===== src/rtl/acc_pkg.sv =====
// Shared types and helpers for the multi-channel saturating accumulator.
// acc_op_t is the per-request opcode; sext sign-extends a w-bit field to SEXT_W bits.
package acc_pkg;

  typedef enum logic [1:0] {
    ACC   = 2'd0,
    LOAD  = 2'd1,
    CLEAR = 2'd2,
    READ  = 2'd3
  } acc_op_t;

  localparam int SEXT_W = 64;

  // Sign-extend the low w bits of x; callers size the result with a cast.
  function automatic logic signed [SEXT_W-1:0] sext(input logic [SEXT_W-1:0] x,
                                                    input int unsigned      w);
    logic signed [SEXT_W-1:0] t;
    t = x << (SEXT_W - w);
    return t >>> (SEXT_W - w);
  endfunction

endpackage


===== src/rtl/sat_clamp.sv =====
// Symmetric clamp of an ACC_W+1 bit signed value to [-lim, +lim].
// Since lim < 2^(ACC_W-1), the most negative ACC_W code can never come out.
module sat_clamp #(
  parameter int ACC_W = 40
) (
  input  logic signed [ACC_W:0]   i_v,
  input  logic        [ACC_W-2:0] i_lim,
  output logic signed [ACC_W-1:0] o_res,
  output logic                    o_sat
);

  logic signed [ACC_W:0] w_pos;
  logic signed [ACC_W:0] w_neg;

  assign w_pos = $signed({2'b00, i_lim});
  assign w_neg = -w_pos;

  // NOTE: every output gets a default before the branches, so no latch is inferred.
  always_comb begin
    o_res = i_v[ACC_W-1:0];
    o_sat = 1'b0;
    if (i_v > w_pos) begin
      o_res = w_pos[ACC_W-1:0];
      o_sat = 1'b1;
    end else if (i_v < w_neg) begin
      o_res = w_neg[ACC_W-1:0];
      o_sat = 1'b1;
    end
  end

endmodule


===== src/rtl/acc_multi_sat.sv =====
// Multi-channel signed accumulator with symmetric clamping and sticky saturation flags.
// S1 captures the request plus its bypassed operand; S2 computes, writes back and registers outputs.
module acc_multi_sat
  import acc_pkg::*;
#(
  parameter  int IN_W     = 32,
  parameter  int ACC_W    = 40,
  parameter  int CHANNELS = 4,
  localparam int CH_W     = (CHANNELS > 1) ? $clog2(CHANNELS) : 1
) (
  input  logic                    clk,
  input  logic                    rst,
  input  logic                    en,
  input  logic                    in_valid,
  input  logic [CH_W-1:0]         in_ch,
  input  acc_op_t                 in_op,
  input  logic [IN_W-1:0]         in_data,
  input  logic [ACC_W-2:0]        lim,
  output logic                    out_valid,
  output logic [CH_W-1:0]         out_ch,
  output logic signed [ACC_W-1:0] out_data,
  output logic                    out_sat,
  output logic [CHANNELS-1:0]     sat_sticky
);

  logic signed [ACC_W-1:0] r_acc [CHANNELS];

  logic                    r_s1_valid;
  logic [CH_W-1:0]         r_s1_ch;
  acc_op_t                 r_s1_op;
  logic [IN_W-1:0]         r_s1_data;
  logic [ACC_W-1:0]        r_s1_operand;

  logic                    r_out_valid;
  logic [CH_W-1:0]         r_out_ch;
  logic signed [ACC_W-1:0] r_out_data;
  logic                    r_out_sat;
  logic [CHANNELS-1:0]     r_sticky;

  logic signed [ACC_W:0]   w_data_ext;
  logic signed [ACC_W:0]   w_op_ext;
  logic signed [ACC_W:0]   w_v;
  logic signed [ACC_W-1:0] w_clamped;
  logic                    w_clamp_sat;
  logic                    w_sat;
  logic                    w_wr_en;
  logic signed [ACC_W-1:0] w_wr_val;
  logic                    w_in_ok;
  logic [ACC_W-1:0]        w_arr_rd;
  logic [ACC_W-1:0]        w_operand;

  // ---- S2 datapath (combinational from the S1 registers) ----
  assign w_data_ext = (ACC_W+1)'(sext(SEXT_W'(r_s1_data), IN_W));
  assign w_op_ext   = (ACC_W+1)'(sext(SEXT_W'(r_s1_operand), ACC_W));

  always_comb begin
    w_v = w_data_ext;
    if (r_s1_op == ACC) w_v = w_op_ext + w_data_ext;
  end

  sat_clamp #(.ACC_W(ACC_W)) u_clamp (
    .i_v   (w_v),
    .i_lim (lim),
    .o_res (w_clamped),
    .o_sat (w_clamp_sat)
  );

  assign w_wr_en  = r_s1_valid && (r_s1_op != READ);
  assign w_wr_val = (r_s1_op == CLEAR) ? '0 : w_clamped;
  assign w_sat    = w_clamp_sat && ((r_s1_op == ACC) || (r_s1_op == LOAD));

  // ---- S1 operand fetch with bypass of the write happening this same edge ----
  assign w_in_ok = in_valid && (int'(in_ch) < CHANNELS);

  always_comb begin
    w_arr_rd = '0;
    if (w_in_ok) w_arr_rd = r_acc[in_ch];
  end

  assign w_operand = (w_wr_en && (r_s1_ch == in_ch)) ? w_wr_val : w_arr_rd;

  // NOTE: sequential state uses non-blocking assignments so every register samples pre-edge values.
  always_ff @(posedge clk) begin
    if (rst) begin
      // NOTE: the channel array is reset explicitly, since a cleared accumulator is architectural state.
      for (int i = 0; i < CHANNELS; i++) r_acc[i] <= '0;
      r_s1_valid   <= 1'b0;
      r_s1_ch      <= '0;
      r_s1_op      <= ACC;
      r_s1_data    <= '0;
      r_s1_operand <= '0;
      r_out_valid  <= 1'b0;
      r_out_ch     <= '0;
      r_out_data   <= '0;
      r_out_sat    <= 1'b0;
      r_sticky     <= '0;
    end else if (en) begin
      r_s1_valid   <= w_in_ok;
      r_s1_ch      <= in_ch;
      r_s1_op      <= in_op;
      r_s1_data    <= in_data;
      r_s1_operand <= w_operand;

      if (w_wr_en) r_acc[r_s1_ch] <= w_wr_val;

      r_out_valid <= r_s1_valid;
      if (r_s1_valid) begin
        r_out_ch   <= r_s1_ch;
        r_out_data <= (r_s1_op == READ) ? $signed(r_s1_operand) : w_wr_val;
        r_out_sat  <= w_sat;
        if (r_s1_op == CLEAR)  r_sticky[r_s1_ch] <= 1'b0;
        else if (w_sat)        r_sticky[r_s1_ch] <= 1'b1;
      end
    end
  end

  assign out_valid  = r_out_valid;
  assign out_ch     = r_out_ch;
  assign out_data   = r_out_data;
  assign out_sat    = r_out_sat;
  assign sat_sticky = r_sticky;

endmodule

===== config.mk =====
export PLATFORM = sky130hd
export DESIGN_NAME = acc_multi_sat
export DESIGN_NICKNAME = d
export VERILOG_FILES = /design/src/rtl/acc_pkg.sv /design/src/rtl/sat_clamp.sv /design/src/rtl/acc_multi_sat.sv
export SDC_FILE = /design/constraint.sdc
export NUM_CORES = 1
export LEC_CHECK = 0
export BUFFER_PORTS_ARGS = -buffer_cell sky130_fd_sc_hd__buf_4
export CORE_ASPECT_RATIO = 1.5
export CORE_MARGIN = 4
export CORE_UTILIZATION = 50
export DETAILED_ROUTE_END_ITERATION = 10
export GPL_TIMING_DRIVEN = 0
export PLACE_DENSITY = 0.68
export SLEW_MARGIN = 25
export SYNTH_ARGS = -nofsm -noshare
export SYNTH_HDL_FRONTEND = slang
export SYNTH_SLANG_ARGS = --single-unit

===== constraint.sdc =====
create_clock -name clk -period 8.36 [get_ports clk]
set_input_delay 0.418 -clock clk [delete_from_list [all_inputs] [get_ports clk]]
set_output_delay 0.418 -clock clk [all_outputs]
set_load 0.005 [all_outputs]

-- Word level (Yosys, flattened, before mapping)
Memories as Yosys holds them, arrays and structs flattened.
Cells that the tools add are included.
- bits in registers: 125
- memory bits (writable): 160
- input port bits: 79
- output and inout port bits: 48
- logic and storage cells: 57
- memories kept: 1
- memories (memory ; depth ; bits a word ; read ports ; clocked after Yosys merged registers in ; write ports ; RTL line ; text):
    r_acc ; 4 ; 40 ; 1 ; 0 ; 4 ; acc_multi_sat.sv:26 ; logic signed [ACC_W-1:0] r_acc [CHANNELS];
- add/sub/neg operators: 2
- magnitude comparators: 4
- eq/ne operators: 5
- multiplexer cells: 22
- bitwise operators: 3
- reduce and logical (&&, ||, !) cells: 10
- operators by type and width (kind ; count):
    $mux 40 ; 7
    $add 40x32->41 ; 1
    $gt 41x40->1 ; 1
    $lt 41x41->1 ; 1
    $mux 41 ; 1
    $neg 39->41 ; 1
    $reduce_or 40->1 ; 1
    $mux 1 ; 10
    $mux 4 ; 2
    $and 4x4->4 ; 1
    $eq 2x2->1 const B ; 2
    $logic_and 1x1->1 ; 4
    $not 4->4 ; 1
    $or 4x4->4 ; 1
    $lt 2x3->1 const B ; 1
    $reduce_and 3->1 ; 1
    $demux 1 s2 ; 1
    $eq 2x1->1 const B ; 1
    $eq 2x2->1 ; 1
    $ge 2x1->1 const B ; 1
    $logic_not 2->1 ; 1
    $mux 2 ; 1
    $ne 2x2->1 const B ; 1
    $reduce_and 2->1 ; 1
    other kinds (2) ; 2

-- Depth between registers and ports, before layout
Gate-level depths: netlist of the first run.
- depth after elaboration: 8
- mapped depth: 27
- depth with buffers taken out: 23

-- Modules after synthesis
From an unflattened synthesis of the first run, not the netlist that was laid out.
- cells, all modules: 1949
- area, all modules: 18634.1 µm²
- by module, submodules not included (module ; times used ; cells each ; area each (µm²) ; sequential area each (µm²)):
    acc_multi_sat ; 1 ; 1410 ; 14804.2 ; 7307.0
    sat_clamp ; 1 ; 539 ; 3829.9 ; 0.0

-- Worst setup path after synthesis of the first run
Ideal clock, no wire load.
- kind: reg2reg
- from: reg r_s1_data[31]
- to: mem r_acc[0][32] (data pin)
- library setup time: 0.265 ns
- arrival: 5.067 ns
- data required time: 8.095 ns
- setup slack: 3.028 ns
- stages on the path, launching flop included: 24
- path buffers: 4
- clock period less this slack: 5.332 ns
- path through: dfxtp_1 ha_1 a21o_1 a21o_1 a21oi_1 o21ai_1 a2111oi_0 o21ai_0 a32o_1 buf_2 buf_2 inv_1 ha_1 and4_1 a21oi_1 or3_1 a21oi_1 a211oi_1 mux2i_1 clkbuf_1 buf_1 mux2i_1 a2bb2oi_2 nor2_1
- RTL lines (element ; RTL line ; text):
    start, declared ; acc_multi_sat.sv:31 ; logic [IN_W-1:0] r_s1_data;
    start signal, assigned ; acc_multi_sat.sv:101 ; r_s1_data <= in_data;
    end, declared ; acc_multi_sat.sv:26 ;

==> results of run 1 <==
==> power breakdown <==
| part | switching (W) | internal (W) |
|---|---|---|
| sequential | 0.0000491 | 0.00154 |
| combinational | 0.000569 | 0.000322 |
| clock | 0.000560 | 0.000733 |
==> flip-flops by register name, indices dropped and copies added, names as in the netlist, named ones only <==
name and cells:
out_ch 2, out_data 40, out_sat 1, r_s1_valid 1, out_valid 1, r_s1_ch 2, r_s1_data 32, r_acc 160
r_s1_operand 40, r_s1_op 2
==> metal layers <==
layer,up-vias,share of wire
met4,0,0.051
met3,159,0.063
met1,7625,0.39
li1,7260,-
met5,-,0
met2,660,0.50
==> layout make-up <==
| class | count | area [sq um] | share of cell area |
|---|---|---|---|
| Antenna cell | 1 | 2.50 | 0.000121 |
| Buffer | 115 | 483 | 0.0234 |
| Clock buffer | 36 | 792 | 0.0384 |
| Clock inverter | 16 | 145 | 0.00705 |
| Inverter | 91 | 342 | 0.0166 |
| Multi-Input combinational cell | 1386 | 9820 | 0.477 |
| Sequential cell | 285 | 7310 | 0.355 |
| Tap cell | 473 | 592 | 0.0287 |
| Timing Repair Buffer | 131 | 1110 | 0.0541 |
==> through the flow <==
step	instance area, sq um	hold WS (ns)	cells	total power, W	utilization
final	20600	0.0824	2534	0.00378	0.585
after global routing	20600	0.0910	2533	0.00390	0.585
after global placement	19400	0.487	2472	0.00247	0.551
after detailed placement	19700	0.492	2481	0.00249	0.558
after floorplan	17900	0.453	1877	0.00215	-
after CTS	20600	0.0723	2533	0.00376	0.585
==> cells by family after synthesis <==
group	synth area share
adders and majority gates	0.0851
xor gates and xnor gates	0.0333
AOI/OAI and AO/OA	0.183
buffers and inverters	0.0459
DFF	0.408
and+or+nand+nor	0.151
muxes	0.0933
==> worst max-delay path by stage <==
stage                               start      endpoint  slack (ns)  cells after the start
after global routing      r_s1_operand[0]  r_acc[0][29]        0.02                     24
final                     r_s1_operand[0]  r_acc[2][30]        0.23                     24
after detailed placement  r_s1_operand[0]  r_acc[1][32]        0.16                     24
after CTS                 r_s1_operand[0]  r_acc[0][30]        0.09                     24
after floorplan             r_s1_data[31]  r_acc[0][32]        3.03                     23
after global placement             lim[5]  r_acc[0][32]        0.08                     20
==> layout by cell type, fill, tap and decap left out, drive strengths merged, types with 8 or more instances in the layout <==
cell	n
xnor2	53
o211a	19
o31ai	9
mux2i	70
o22ai	14
a21oi	126
nand4	23
o21bai	8
mux4	40
a211oi	33
nor2	237
and3	9
and4	8
ha	120
nand3	48
buf	157
dfxtp	125
xor2	15
and2	16
nor4	11
edfxtp	160
a21o	18
nor2b	18
clkinv	9
nand2	129
nand2b	23
a22oi	41
a31oi	11
o21ai	134
a2bb2oi	16
o211ai	14
clkbuf	125
inv	93
nor3	35
==> critical path: stages (launching register included) <==
cell and delay [ns]:
dfxtp_1 0.43, ha_1 0.29, fa_1 0.25, nand3_1 0.11, a21o_1 0.19, a211o_1 0.33, a22oi_1 0.52, nand3_1 0.14
nand3b_1 0.22, a32o_1 0.29, buf_2 0.36, buf_2 0.32, inv_1 0.14, ha_1 0.34, and4_1 0.17, a21oi_1 0.36
or3_1 0.17, a21oi_1 0.04, a211oi_1 0.45, mux2i_1 0.53, clkbuf_2 0.50, buf_1 0.62, o21ai_0 0.38, a21oi_1 0.60
nor2b_1 0.22
==> impl_metrics.py, run 1 <==
metrics = {
    "grt": {
        "grt_pass1_wl_microns": 94600,
        "antenna_found_initial": 2,
        "grt_use_total": 0.322,
        "use_met3": 0.0336,
        "first_global_vias": 15400,
        "use_met2": 0.567,
        "grt_max_degree": 19,
        "grtUsageMet1": 0.400,
        "grt_overflow": 0,
        "grt_busiest_layer": "met2",
    },
    "timing": {
        "clock-skew-final_ns": 0.0199,
        "fin_crit_sh": 0.972,
        "max_freq_mhz": 123,
        "hold_violations": 0,
        "tns_ns": 0,
        "rsz0062_at_grt": "no",
        "max_slew.worst_pin.slew_ns": 1.03,
        "setup_slack_ns": 0.230,
        "slew_viol_final": 0,
        "relSlewSlack": 0.313,
        "min_period_ns": 8.13,
        "setup-violations-final": 0,
    },
    "layout": {
        "drive_gt1_frac": 0.133,
        "layout.nets": 2238,
        "fillers": 3146,
        "area_growth_pct": 15.2,
    },
    "min_path": {
        "hold_depth": 3,
        "worstHoldStart": "in_data[21]",
        "holdPathEnd": "r_s1_data[21]",
        "hold_class": "in -> reg",
    },
    "routing": {
        "vias": 15700,
        "drc_errors": 0,
        "routed_wl_microns": 64200,
        "wl_per_cell_microns": 25.4,
        "drtPass1Iterations": 5,
        "via_per_inst": 6.20,
        "drt-initial-drc-count": 1325,
        "ant_nets": 0,
    },
    "critical_path": {
        "timing.rr.end": "r_acc[2][30]",
        "reg2reg_from": "r_s1_operand[0]",
        "start_kind": "flop",
        "cp_max_fo": 10,
        "required_ns": 8.77,
        "cp.arrival_ns": 8.54,
        "worstSetupPathType": "reg -> reg",
        "reg2regPathDepth": 24,
        "cp-end-kind": "flop",
        "r2r_slack_ns": 0.23,
    },
    "logic_synthesis": {
        "synth_top_area_share": 0.269,
        "synthArstFlopShare": 0,
        "syn_area_per_cell_sq_um": 9.53,
        "yosys.area.top_type": "edfxtp_1",
        "synth.top_cells.by_count": "nor2_1, edfxtp_1, nand2_1",
        "syn-cell-area_sq_um": 17900,
        "synth_top_flop_cell": "edfxtp_1",
        "synth_fp_nets": 2077,
        "ys_seq_area_frac": 0.408,
        "synth_cell_types": 81,
        "yosysWarnings": 0,
        "synth_edf_count": 160,
        "syn_inst": 1877,
        "synth.area.top_cells": "edfxtp_1, dfxtp_1, ha_1",
        "ys_seq_elements": 285,
        "synth_most_common_cell": "nor2_1",
    },
    "floorplanning": {
        "die-area_sq_um": 38900,
        "core_sq_um": 35200,
        "fp.dieH_microns": 240,
        "pin_count": 127,
        "start_util": 0.508,
        "die_w_microns": 162,
        "rows": 84,
    },
    "clocking": {
        "htree_levels": 1,
        "clk_path_buf_depth": 3,
        "clock_latency_ns": 0.57,
        "cts_root_buffer": "clkbuf_16",
        "cts_setup_buffers": 0,
        "cts.repair.resized": 0,
        "cts_buffers": 28,
        "cts_tree": "yes",
        "clkTransAtPathRegs_ns": 0.07,
        "cts.sinks": 285,
        "hold_buffers": 0,
    },
    "placed_design": {
        "gp_congestion": 0.993,
        "hpwlAfterDp_microns": 51300,
        "port_buffers": 122,
        "pre_cts_ws_ns": 0.157,
    },
    "flow_run": {
        "cap_violations": 0,
    },
    "power": {
        "cellPowerDensity_nw_per_um2": 183,
        "ir_drop_uv": 258,
        "p_leak_nw": 8.48,
    },
    "run_status": {
        "outcome": "complete, no violations",
    },
}
No activity file was read; power rests on OpenSTA's default activity.
==> inputs of run 2 (changes only) <==
RECOVER_POWER = 25   (was default)
==> impl_metrics.py, run 2 (synthesis gave the netlist of run 1 again) <==
metrics = {
    "timing": {
        "min_period_ns": 8.15,
        "tns_ns": 0,
        "setup_slack_ns": 0.209,
        "rsz0062_at_grt": "no",
        "max_slew.worst_pin.slew_ns": 2.99,
        "hold_violations": 0,
        "max_freq_mhz": 123,
        "fin_crit_sh": 0.975,
        "slew_viol_final": 41,
        "clock-skew-final_ns": 0.0175,
        "relSlewSlack": -1.02,
        "setup-violations-final": 0,
    },
    "critical_path": {
        "r2r_slack_ns": 0.21,
        "cp.arrival_ns": 8.56,
        "path_cells": "ha_1 -> fa_1 -> nand3_1 -> a21o_1 -> a211o_1 -> a22oi_1 -> nand3_1 -> nand3b_1 -> a32o_1 -> buf_2 -> buf_2 -> inv_1 -> ha_1 -> and4_1 -> a21oi_1 -> or3_1 -> a21oi_1 -> a211oi_1 -> mux2i_1 -> clkbuf_2 -> buf_1 -> o21ai_0 -> a21oi_1 -> nor2b_1",
        "reg2reg_from": "r_s1_operand[0]",
        "timing.rr.end": "r_acc[0][30]",
        "crit_top_cell": "a21oi_1",
        "required_ns": 8.77,
        "critPathSlowestCell": "buf_1",
        "worstSetupPathType": "reg -> reg",
        "start_kind": "flop",
        "reg2regPathDepth": 24,
        "cp-end-kind": "flop",
        "max_stage_delay_ns": 0.64,
        "cp_max_fo": 10,
    },
    "placed_design": {
        "gp_congestion": 0.993,
        "hpwlAfterDp_microns": 51300,
        "dpl.cell_count": 2481,
        "pre_cts_ws_ns": 0.157,
        "port_buffers": 122,
    },
    "power": {
        "ir_drop_uv": 258,
        "cellPowerDensity_nw_per_um2": 184,
        "total_power_w": 0.00377,
        "p_seq_frac": 0.422,
        "comb_power_share": 0.236,
        "power.share.clock": 0.342,
        "p_switching_w": 0.00118,
        "p_int_w": 0.00260,
        "p_sw_frac": 0.312,
        "p_leak_nw": 8.42,
    },
    "layout": {
        "final_common_cell": "nor2_1",
        "layout.nets": 2238,
        "multi_input_area_sq_um": 9780,
        "drive_gt1_frac": 0.129,
        "layout_common_cells": "nor2_1, edfxtp_1, nand2_1, dfxtp_1, a21oi_1",
        "stdcell_count": 2534,
        "area_growth_pct": 14.8,
        "largest_reg_flops": 160,
        "regArea_sq_um": 7310,
        "regMostFlops": "r_acc",
        "final_util": 0.583,
        "fillers": 3159,
    },
    "floorplanning": {
        "start_util": 0.508,
        "core_sq_um": 35200,
        "die_w_microns": 162,
        "die-area_sq_um": 38900,
        "pin_count": 127,
        "rows": 84,
        "fp.dieH_microns": 240,
    },
    "min_path": {
        "worstHoldStart": "in_data[21]",
        "hold_class": "in -> reg",
        "hold_depth": 3,
        "holdPathEnd": "r_s1_data[21]",
    },
    "grt": {
        "grt_pass1_wl_microns": 94600,
        "grt_overflow": 0,
        "antenna_found_initial": 2,
        "grt_use_total": 0.322,
        "first_global_vias": 15400,
        "grt_max_degree": 19,
    },
    "routing": {
        "via_per_inst": 6.21,
        "vias": 15700,
        "ant_nets": 0,
        "routed_wl_microns": 64200,
        "drtPass1Iterations": 5,
        "drt-initial-drc-count": 1314,
        "wl_per_cell_microns": 25.3,
        "drc_errors": 0,
    },
    "clocking": {
        "clkTransAtPathRegs_ns": 0.07,
        "clk_path_buf_depth": 3,
        "cts.sinks": 285,
        "hold_buffers": 0,
        "cts_root_buffer": "clkbuf_16",
        "cts_tree": "yes",
        "clock_latency_ns": 0.57,
        "cts_buffers": 28,
        "htree_levels": 1,
    },
    "flow_run": {
        "cap_violations": 4,
    },
    "run_status": {
        "outcome": "complete, but fails checks",
        "violations": "max-capacitance violations, max-slew violations",
    },
}
## run 2: how the worst max path moves through the flow
stage,start,end,slack (ns),cells after the start
after global routing,r_s1_operand[0],r_acc[0][29],0.02,24
after floorplan,r_s1_data[31],r_acc[0][32],3.03,23
after global placement,lim[5],r_acc[0][32],0.08,20
final,r_s1_operand[0],r_acc[0][30],0.21,24
after CTS,r_s1_operand[0],r_acc[0][30],0.09,24
after detailed placement,r_s1_operand[0],r_acc[1][32],0.16,24
## run 2: routing by layer
metal | track usage | vias to the layer above | share of wire
met5 | 0 | - | 0
met2 | 0.567 | 675 | 0.50
li1 | - | 7261 | -
met3 | 0.0336 | 153 | 0.063
met4 | 0.140 | 0 | 0.050
met1 | 0.400 | 7646 | 0.39
## run 2: worst max-delay path, delay by kind of cell, from the launching register on
kind            cells  cell delay [ns]
mux                 1             0.53
compound gates      9             3.15
flops               1             0.43
buf+inv             5             1.97
simple gates        6             1.04
fa+ha+maj           3             0.87
## run 2: what timing repair did
action                                  4_1_cts  5_1_grt
endpoints found under the setup margin        0       22
setup buffers                                 0        0
resized for setup                             0        3
endpoints found under the hold margin         0        0
## run 2: final cells by class
cell class / count / share of cell area
Inverter: 91 / 0.0166
Buffer: 115 / 0.0235
Antenna cell: 1 / 0.000122
Timing Repair Buffer: 131 / 0.0531
Clock inverter: 16 / 0.00707
Sequential cell: 285 / 0.356
Clock buffer: 36 / 0.0386
Multi-Input combinational cell: 1386 / 0.476
Tap cell: 473 / 0.0288
## run 2: power groups by stage
| stage | logic (W) | registers [W] | clock network (W) |
|---|---|---|---|
| final | 0.000889 | 0.00159 | 0.00129 |
| after floorplan | 0.000546 | 0.00160 | 0 |
| after global placement | 0.000845 | 0.00162 | 0 |
| after detailed placement | 0.000870 | 0.00162 | 0 |
| after global routing | 0.000952 | 0.00159 | 0.00135 |
| after CTS | 0.000874 | 0.00159 | 0.00130 |
## run 2: stage by stage
stage                     cell area [sq um]  hold slack [ns]
final                                 20500           0.0889
after global routing                  20500           0.0910
after CTS                             20600           0.0723
after detailed placement              19700            0.492
after global placement                19400            0.487
after floorplan                       17900            0.453
